===== config.mk =====
export PLATFORM = sky130hd
export DESIGN_NAME = sdram_image_loader
export DESIGN_NICKNAME = d
export VERILOG_FILES = /design/src/rtl/sdram_loader_pkg.sv /design/src/rtl/button_edge_sync.sv /design/src/rtl/sdram_image_loader.sv
export SDC_FILE = /design/constraint.sdc
export NUM_CORES = 1
export LEC_CHECK = 0
export ABC_AREA = 1
export CAP_MARGIN = 20
export CORE_ASPECT_RATIO = 0.5
export CORE_UTILIZATION = 30
export CTS_BUF_LIST = sky130_fd_sc_hd__clkbuf_8
export DETAILED_ROUTE_END_ITERATION = 10
export GPL_TIMING_DRIVEN = 0
export MAX_ROUTING_LAYER = met4
export PLACE_DENSITY_LB_ADDON = 0.2
export SLEW_MARGIN = 30
export SYNTH_ARGS = -nofsm -noshare
export SYNTH_HDL_FRONTEND = slang
export SYNTH_SLANG_ARGS = --single-unit

===== constraint.sdc =====
create_clock -name in_clk -period 1.7 [get_ports in_clk]
set_input_delay 0.51 -clock in_clk [delete_from_list [all_inputs] [get_ports in_clk]]
set_output_delay 0.51 -clock in_clk [all_outputs]
set_load 0.03 [all_outputs]

===== src/rtl/sdram_loader_pkg.sv =====
// sdram_loader_pkg
//   Shared definitions for the SDRAM image loader:
//     - state_t            : loader FSM state encodings (IDLE..DONE), 3 bits wide
//     - ROM_LAT_MIN/MAX    : supported ROM read-latency range
//     - LAT_CNT_W          : width of the ROM latency counter
//     - rgb332_to_rgb565() : colour expansion by bit replication
package sdram_loader_pkg;

    typedef enum logic [2:0] {
        ST_IDLE  = 3'd0,
        ST_FETCH = 3'd1,
        ST_WRITE = 3'd2,
        ST_NEXT  = 3'd3,
        ST_DONE  = 3'd4
    } state_t;

    localparam int ROM_LAT_MIN = 1;
    localparam int ROM_LAT_MAX = 4;
    localparam int LAT_CNT_W   = 3;

    // Replicate the high bits of each channel into the low bits so that full
    // scale maps to full scale (e.g. R3=7 -> R5=31, not 28).
    function automatic logic [15:0] rgb332_to_rgb565(input logic [7:0] d);
        return {d[7:5], d[7:6], d[4:2], d[4:2], d[1:0], d[1:0], d[1]};
    endfunction

endpackage


===== src/rtl/button_edge_sync.sv =====
// button_edge_sync
//   Brings the asynchronous active-low pushbutton into the in_clk domain with
//   a two-flop synchroniser and emits a one-clock pulse on each press
//   (synchronised level going 1 -> 0).
// Ports
//   in_clk     in   system clock
//   in_reset   in   synchronous reset, active-low
//   in_button  in   asynchronous pushbutton, active-low
//   fall_pulse out  one-cycle pulse per button press
module button_edge_sync (
    input  logic in_clk,
    input  logic in_reset,
    input  logic in_button,
    output logic fall_pulse
);

    logic btn_sync_p0;
    logic btn_sync_p1;
    logic btn_prev_p2;

    always_ff @(posedge in_clk) begin
        if (!in_reset) begin
            btn_sync_p0 <= 1'b1;
            btn_sync_p1 <= 1'b1;
            btn_prev_p2 <= 1'b1;
        end else begin
            btn_sync_p0 <= in_button;
            btn_sync_p1 <= btn_sync_p0;
            btn_prev_p2 <= btn_sync_p1;
        end
    end

    assign fall_pulse = btn_prev_p2 & ~btn_sync_p1;

endmodule


===== src/rtl/sdram_image_loader.sv =====
// sdram_image_loader
//   Copies a PIXELS-word image from a synchronous ROM into SDRAM through the
//   FIFO/controller write port, one word per accepted handshake, starting at
//   SDRAM word address BASE_ADDR. Optional RGB332 -> RGB565 expansion.
//   A load starts on a button press or, with AUTO_START, once after reset.
// Ports
//   in_clk       in   system clock
//   in_reset     in   synchronous reset, active-low
//   in_button    in   async active-low pushbutton, press = start request
//   rom_addr     out  ROM read address
//   rom_q        in   ROM data, valid ROM_LAT clocks after rom_addr
//   write        out  write request to the SDRAM FIFO
//   write_addr   out  SDRAM word address of the current write
//   writedata    out  SDRAM write data
//   waitrequest  in   1 = write not accepted this cycle
//   busy         out  load in progress
//   done         out  last load completed (sticky until the next start)
//   c_state      out  FSM state (debug)
//   pixel_cnt    out  pixels accepted so far in the current load
module sdram_image_loader
    import sdram_loader_pkg::*;
#(
    parameter int ADDR_W     = 25,
    parameter int DATA_W     = 16,
    parameter int ROM_AW     = 19,
    parameter int ROM_DW     = 8,
    parameter int PIXELS     = 76800,
    parameter int BASE_ADDR  = 0,
    parameter int ROM_LAT    = 1,
    parameter int EXPAND     = 0,
    parameter int AUTO_START = 1
) (
    input  logic              in_clk,
    input  logic              in_reset,
    input  logic              in_button,
    output logic [ROM_AW-1:0] rom_addr,
    input  logic [ROM_DW-1:0] rom_q,
    output logic              write,
    output logic [ADDR_W-1:0] write_addr,
    output logic [DATA_W-1:0] writedata,
    input  logic              waitrequest,
    output logic              busy,
    output logic              done,
    output logic [2:0]        c_state,
    output logic [ROM_AW-1:0] pixel_cnt
);

    // Out-of-range latencies are clamped to the supported window.
    localparam int LAT = (ROM_LAT < ROM_LAT_MIN) ? ROM_LAT_MIN :
                         (ROM_LAT > ROM_LAT_MAX) ? ROM_LAT_MAX : ROM_LAT;

    state_t                 state;
    state_t                 state_nxt;
    logic                   btn_start;
    logic                   auto_pend;
    logic                   start;
    logic [LAT_CNT_W-1:0]   lat_cnt;
    logic                   rom_ready;
    logic                   last_pix;
    logic [DATA_W-1:0]      fmt_data;

    button_edge_sync u_btn (
        .in_clk     (in_clk),
        .in_reset   (in_reset),
        .in_button  (in_button),
        .fall_pulse (btn_start)
    );

    // Held high throughout reset, so it reads 1 on exactly the first cycle
    // after release and produces the single automatic start.
    always_ff @(posedge in_clk) begin
        if (!in_reset) auto_pend <= (AUTO_START != 0);
        else           auto_pend <= 1'b0;
    end

    assign start     = btn_start | auto_pend;
    // The address is presented on FETCH entry; the registered ROM output is
    // sampled after LAT further clocks, so FETCH lasts LAT+1 cycles.
    assign rom_ready = (lat_cnt == LAT_CNT_W'(LAT));
    assign last_pix  = ((pixel_cnt + ROM_AW'(1)) == ROM_AW'(PIXELS));

    always_comb begin
        if (EXPAND != 0) fmt_data = DATA_W'(rgb332_to_rgb565(8'(rom_q)));
        else             fmt_data = DATA_W'(rom_q);
    end

    always_ff @(posedge in_clk) begin
        if (!in_reset) state <= ST_IDLE;
        else           state <= state_nxt;
    end

    // Starts are only honoured from IDLE/DONE; a press during a load is dropped.
    always_comb begin
        state_nxt = state;
        case (state)
            ST_IDLE, ST_DONE: if (start) state_nxt = ST_FETCH;
            ST_FETCH:         if (rom_ready) state_nxt = ST_WRITE;
            ST_WRITE:         if (!waitrequest) state_nxt = ST_NEXT;
            ST_NEXT:          state_nxt = last_pix ? ST_DONE : ST_FETCH;
            default:          state_nxt = ST_IDLE;
        endcase
    end

    assign write   = (state == ST_WRITE);
    assign c_state = state;

    always_ff @(posedge in_clk) begin
        if (!in_reset) begin
            rom_addr   <= '0;
            write_addr <= '0;
            writedata  <= '0;
            pixel_cnt  <= '0;
            lat_cnt    <= '0;
            busy       <= 1'b0;
            done       <= 1'b0;
        end else begin
            case (state)
                ST_IDLE, ST_DONE: begin
                    if (start) begin
                        rom_addr   <= '0;
                        write_addr <= ADDR_W'(BASE_ADDR);
                        pixel_cnt  <= '0;
                        lat_cnt    <= '0;
                        busy       <= 1'b1;
                        done       <= 1'b0;
                    end
                end
                ST_FETCH: begin
                    lat_cnt <= lat_cnt + LAT_CNT_W'(1);
                    if (rom_ready) writedata <= fmt_data;
                end
                ST_NEXT: begin
                    lat_cnt    <= '0;
                    pixel_cnt  <= pixel_cnt + ROM_AW'(1);
                    rom_addr   <= rom_addr + ROM_AW'(1);
                    write_addr <= write_addr + ADDR_W'(1);
                    if (last_pix) begin
                        busy <= 1'b0;
                        done <= 1'b1;
                    end
                end
                default: ;
            endcase
        end
    end

endmodule


# Word level (Yosys, flattened, before mapping)
# Cells that the tools add are included.
[word_totals]
register_bits = 83
inputBits = 12
word_cells = 57
[classes]
n_addsub = 4
eq_ne = 10
mux = 19
bitwise_logic = 3
n_reduce_logical = 9
[ops]
columns = ["operator", "count"]
rows = [
  ["$pmux W19 S2", 2],
  ["$pmux W25 S2", 1],
  ["$add A19 B1 Y19 const B", 2],
  ["$add A25 B1 Y25 const B", 1],
  ["$mux W25", 1],
  ["$eq A19 B17 Y1 const B", 1],
  ["$mux W19", 1],
  ["$mux W3", 5],
  ["$pmux W3 S4", 1],
  ["$pmux W3 S3", 1],
  ["$ne A2 B2 Y1 const B", 4],
  ["$eq A3 B1 Y1 const B", 2],
  ["$eq A3 B2 Y1 const B", 2],
  ["$reduce_and A2 Y1", 3],
  ["$reduce_and A3 Y1", 2],
  ["$mux W1", 5],
  ["$pmux W1 S2", 2],
  ["$add A3 B1 Y3 const B", 1],
  ["$eq A3 B3 Y1 const B", 1],
  ["$logic_not A3 Y1", 1],
  ["$reduce_bool A3 Y1", 1],
  ["$reduce_bool A2 Y1", 1],
  ["$reduce_or A2 Y1", 1],
  ["$and A1 B1 Y1", 1],
  ["2 further kinds", 2],
]

# Depth between registers and ports, before layout
[depth]
ltp_word = 5
depth_mapped = 15

# Hierarchy
# Synthesis repeated with hierarchy kept, for this count alone.
[unflattened]
cells_unflattened = 675
hier_area_um2 = 4489.3
[by_module_without_submodules]
columns = ["module", "n_inst", "cells_each", "area_per_inst_um2", "seq_area_each_um2"]
rows = [
  ["sdram_image_loader", 1, 664, 4399.2, 1601.5],
  ["button_edge_sync", 1, 11, 90.1, 60.1],
]

# Worst setup path after synthesis
# OpenSTA, ideal clock, no wires.
[synth_timing]
kind = "register to register"
from = "register rom_addr[0]"
to = "register rom_addr[18]"
setup_time_ps = 117
arrival_time_ps = 1844
slack_ps = -260
stages_incl_launch_ff = 13
path_buffers = 0
synth_period_minus_slack_ps = 1960
cell_sequence = "dfxtp_1 > ha_1 > nand3_1 > nor2_1 > nand3_1 > inv_1 > nand4_1 > nor2_2 > nand3_1 > nor2_2 > nand3_1 > nand2_1 > a21oi_1"
[synth_between]
elab_chain_cells = 2
[synth_lines]
columns = ["item", "line", "text"]
rows = [
  ["from (decl)", "sdram_image_loader.sv:36", "output logic [ROM_AW-1:0] rom_addr,"],
  ["from (signal assigned)", "sdram_image_loader.sv:135", "rom_addr <= rom_addr + ROM_AW'(1);"],
  ["$add A19 B1 Y19", "sdram_image_loader.sv:135", ""],
  ["$pmux W19 S2", "sdram_image_loader.sv:117", "case (state)"],
]
# No other way between the ends.
# A chain may end at the register's enable or synchronous reset.

# Final worst setup path
[layout_timing]
from = "register pixel_cnt[0]"
to = "register busy"
[layout_between]
elab_chain_cells = 4
[layout_lines]
columns = ["item", "line", "text"]
rows = [
  ["from (decl)", "sdram_image_loader.sv:45", "output logic [ROM_AW-1:0] pixel_cnt"],
  ["from (signal assigned)", "sdram_image_loader.sv:134", "pixel_cnt <= pixel_cnt + ROM_AW'(1);"],
  ["$add A19 B1 Y19", "sdram_image_loader.sv:80", "assign last_pix = ((pixel_cnt + ROM_AW'(1)) == ROM_AW'(PIXELS));"],
  ["$eq A19 B17 Y1", "sdram_image_loader.sv:80", ""],
  ["$ne A2 B2 Y1 (no line)", "-", ""],
  ["$reduce_and A3 Y1 (no line)", "-", ""],
  ["to (signal assigned)", "sdram_image_loader.sv:114", "busy <= 1'b0;"],
  ["to (signal assigned)", "sdram_image_loader.sv:124", "busy <= 1'b1;"],
  ["to (signal assigned)", "sdram_image_loader.sv:138", "busy <= 1'b0;"],
  ["to (decl)", "sdram_image_loader.sv:42", "output logic busy,"],
]
# No other way between the ends.

==> flow_metrics.py <==
metrics = {
    "outcome": {
        "status": "finished, violations left",
        "violations": "setup timing",
    },
    "routing": {
        "route.detailed.drc": 0,
        "ant_nets": 0,
        "drt-vias-per-instance": 4.752,
        "routed-via-count": 4771,
        "wl_um": 14150,
        "dr.first_iter.drc_count": 253,
        "drtPass1Iterations": 5,
        "wl_per_cell_um": 14.09,
    },
    "power_and_ir_drop": {
        "combPwrFrac_pct": 28.7,
        "power_mw": 5.071,
        "p_sw_mw": 1.895,
        "ir_drop_mv": 0.3594,
        "clkPwrFrac_pct": 29.6,
        "leakagePower_nw": 2.515,
        "power_density_nw_per_um2": 772.8,
        "power.internal_mw": 3.176,
        "seqPwrFrac_pct": 41.8,
        "p_sw_share_pct": 37.37,
    },
    "finish": {
        "final_common_cell": "nand2_1",
        "drive_gt1_share_pct": 31.53,
        "area_growth_pct": 48.56,
        "final_cell_mix": "168 x nand2_1, 66 x inv_1, 51 x nor2_1, 51 x a21oi_1, 49 x dfxtp_1",
        "stdcell_area_um2": 6561,
        "nets": 825,
        "num_antenna_cells": 0,
    },
    "cts": {
        "clkTransAtPathRegs_ps": 100,
        "htreeDepth": 3,
        "ctsHoldBuffers": 0,
        "cts.sinks": 83,
        "cts_buffer_depth": 2,
        "insertion_delay_ps": 360,
        "cts_made_buffers": 9,
        "cts_tree": "yes",
        "cts-root-buf": "clkbuf_8",
    },
    "critical_path": {
        "startpoint_type": "register",
        "r2r-start": "pixel_cnt[0]",
        "cp.required_ps": 1970,
        "crit_type": "register to register",
        "critPathCaptureType": "register",
        "r2r_cells": 12,
        "cp_max_fo": 5,
        "regToRegSetupSlack_ps": -90,
        "arrival_ps": 2060,
        "reg2reg_to": "busy",
    },
    "logic_synthesis": {
        "ys_seq_area_share_pct": 37.62,
        "async_flop_share_pct": 0,
        "yosysWarnings": 0,
        "synth_edf_count": 0,
        "syn_area_per_cell_um2": 6.642,
        "mappedNetlistArea_um2": 4417,
        "ys.flop_type": "dfxtp_1",
        "synth_area_leaders": "dfxtp_1 38%, nand2_1 16%, a21oi_1 6.1%",
        "ys_seq_elements": 83,
        "yosysTopAreaCell": "dfxtp_1",
        "ys_types": 40,
        "yosysTopAreaCellShare_pct": 37.62,
        "synth_cells": 665,
    },
    "sta": {
        "tightest_slew_ps": 688.4,
        "rsz0062_at_grt": "true",
        "finalMaxSlewViolations": 0,
        "max-slew-margin-rel_pct": 54.11,
        "post-route-period-util_pct": 105.5,
        "timing.fmax_mhz": 557.8,
        "hold_viol_final": 0,
        "setup_ws_ps": -92.80,
        "finalWorstPathRequiredPeriod_ps": 1793,
        "finalSetupViolCount": 9,
        "skew_ps": 14.72,
    },
    "hold_path": {
        "holdPathEnd": "u_btn.btn_sync_p1",
        "whs_path_depth": 1,
        "worstHoldStart": "u_btn.btn_sync_p0",
        "hp-class": "register to register",
    },
    "global_routing": {
        "grt_use_total_pct": 18.84,
        "antenna_found_initial": 0,
        "grt_max_degree": 16,
        "grt_overflow": 0,
        "grt_pass1_wl_um": 21840,
        "grt_pass1_vias": 4291,
    },
    "floorplan": {
        "fp-row-count": 30,
        "floorplan.die_area_um2": 15240,
        "initial_core_util_pct": 31.63,
        "die_x_um": 173.6,
        "io_pins": 97,
        "coreArea_um2": 13960,
        "die-height_um": 87.80,
    },
    "placement": {
        "place_area_um2": 5605,
        "place_congestion": 0.8831,
        "hpwl_um": 9874,
        "io_buffers": 87,
    },
    "run": {
        "maxCapViolCount": 0,
    },
}
-- critical path, cell delays in order, from the launching register on --
cell and delay [ps]:
dfxtp_4 390, ha_4 160, nand3_4 110, nor2_4 130
nand2_1 80, nand2_2 70, inv_1 50, nor2_1 80
nand3b_1 140, nor2_4 170, nand4_4 150, o211ai_1 120
inv_1 50
-- worst max-delay path by stage --
stage	start	slack (ps)	depth (start not counted)	end
after floorplan	rom_addr[0]	-50	12	rom_addr[18]
after global placement	in_reset	-510	5	pixel_cnt[15]
after detailed placement	in_reset	-510	5	pixel_cnt[15]
after CTS	pixel_cnt[1]	-150	12	busy
after global routing	pixel_cnt[0]	-250	9	busy
final	pixel_cnt[0]	-90	12	busy
-- metal layers --
metal	track usage (%)	vias to the layer above	wire [um]
li1	-	2456	-
met1	24.32	2207	6958
met5	-	-	0
met2	30.52	101	6491
met4	4.466	0	104
met3	3.733	7	592
-- registers in the layout, summed over array words and instances, names as in the netlist, 3 cells and up --
name and cells:
rom_addr 19, write_addr 25, c_state 3, lat_cnt 3, writedata 8, pixel_cnt 19
-- power by group through the flow --
| stage | Clock, mW | Combinational, mW | Sequential (mW) |
|---|---|---|---|
| finish | 1.50 | 1.45 | 2.12 |
| global route | 1.60 | 1.59 | 2.13 |
| CTS | 1.53 | 1.32 | 2.11 |
| detailed placement | 0 | 1.26 | 2.16 |
| global placement | 0 | 1.25 | 2.16 |
| floorplan | 0 | 0.664 | 2.28 |
-- synthesized netlist by cell type (all sizes together) (6+ instances only) --
master and instances:
nor2 84, clkbuf 11, a21oi 54, or2 7, dfxtp 83, nand4 13, buf 16, ha 6
a211oi 6, nand3 38, nor3 13, nand2 187, inv 75, o21ai 39
-- timing repair --
item,4_1_cts,5_1_grt
cloned,0,1
buffers inserted,22,20
endpoints found under the setup margin,139,123
endpoints found under the hold margin,0,0
pin swaps,26,45
resized for setup,211,151
-- final cells by class --
cell class                 count  area (um^2)
fill                        1390         7402
multi-input combinational    488         2829
sequential                    83         1747
timing repair buffer         123         1074
inverter                      75        286.5
tap                          192        240.2
buffer                        27        183.9
clock buffer                   9        123.9
clock inverter                 7        77.57
-- metrics by stage --
step	TNS [ps]	cells	hold slack, ps	util, %	worst slack [ps]
after CTS	-798.4	989	418.7	44.44	-148.7
after global placement	-17900	951	395.9	40.14	-509.9
after detailed placement	-18010	951	397.3	40.14	-513.8
final	-367.8	1004	417.6	46.99	-92.80
after global routing	-2966	1004	450.8	46.99	-253.9
after floorplan	-55.71	672	391.8	-	-47.27
-- logic make-up after synthesis --
logic type / share of synthesized area (%)
buffers and inverters: 9.688
AO/OA/AOI/OAI: 15.13
adder cells (fa/ha/maj): 1.700
flip-flops: 37.62
XOR/XNOR: 0.5950
AND/OR/NAND/NOR: 35.18
other: 0.08490
Note: power is estimated with default switching activity, not from simulation.
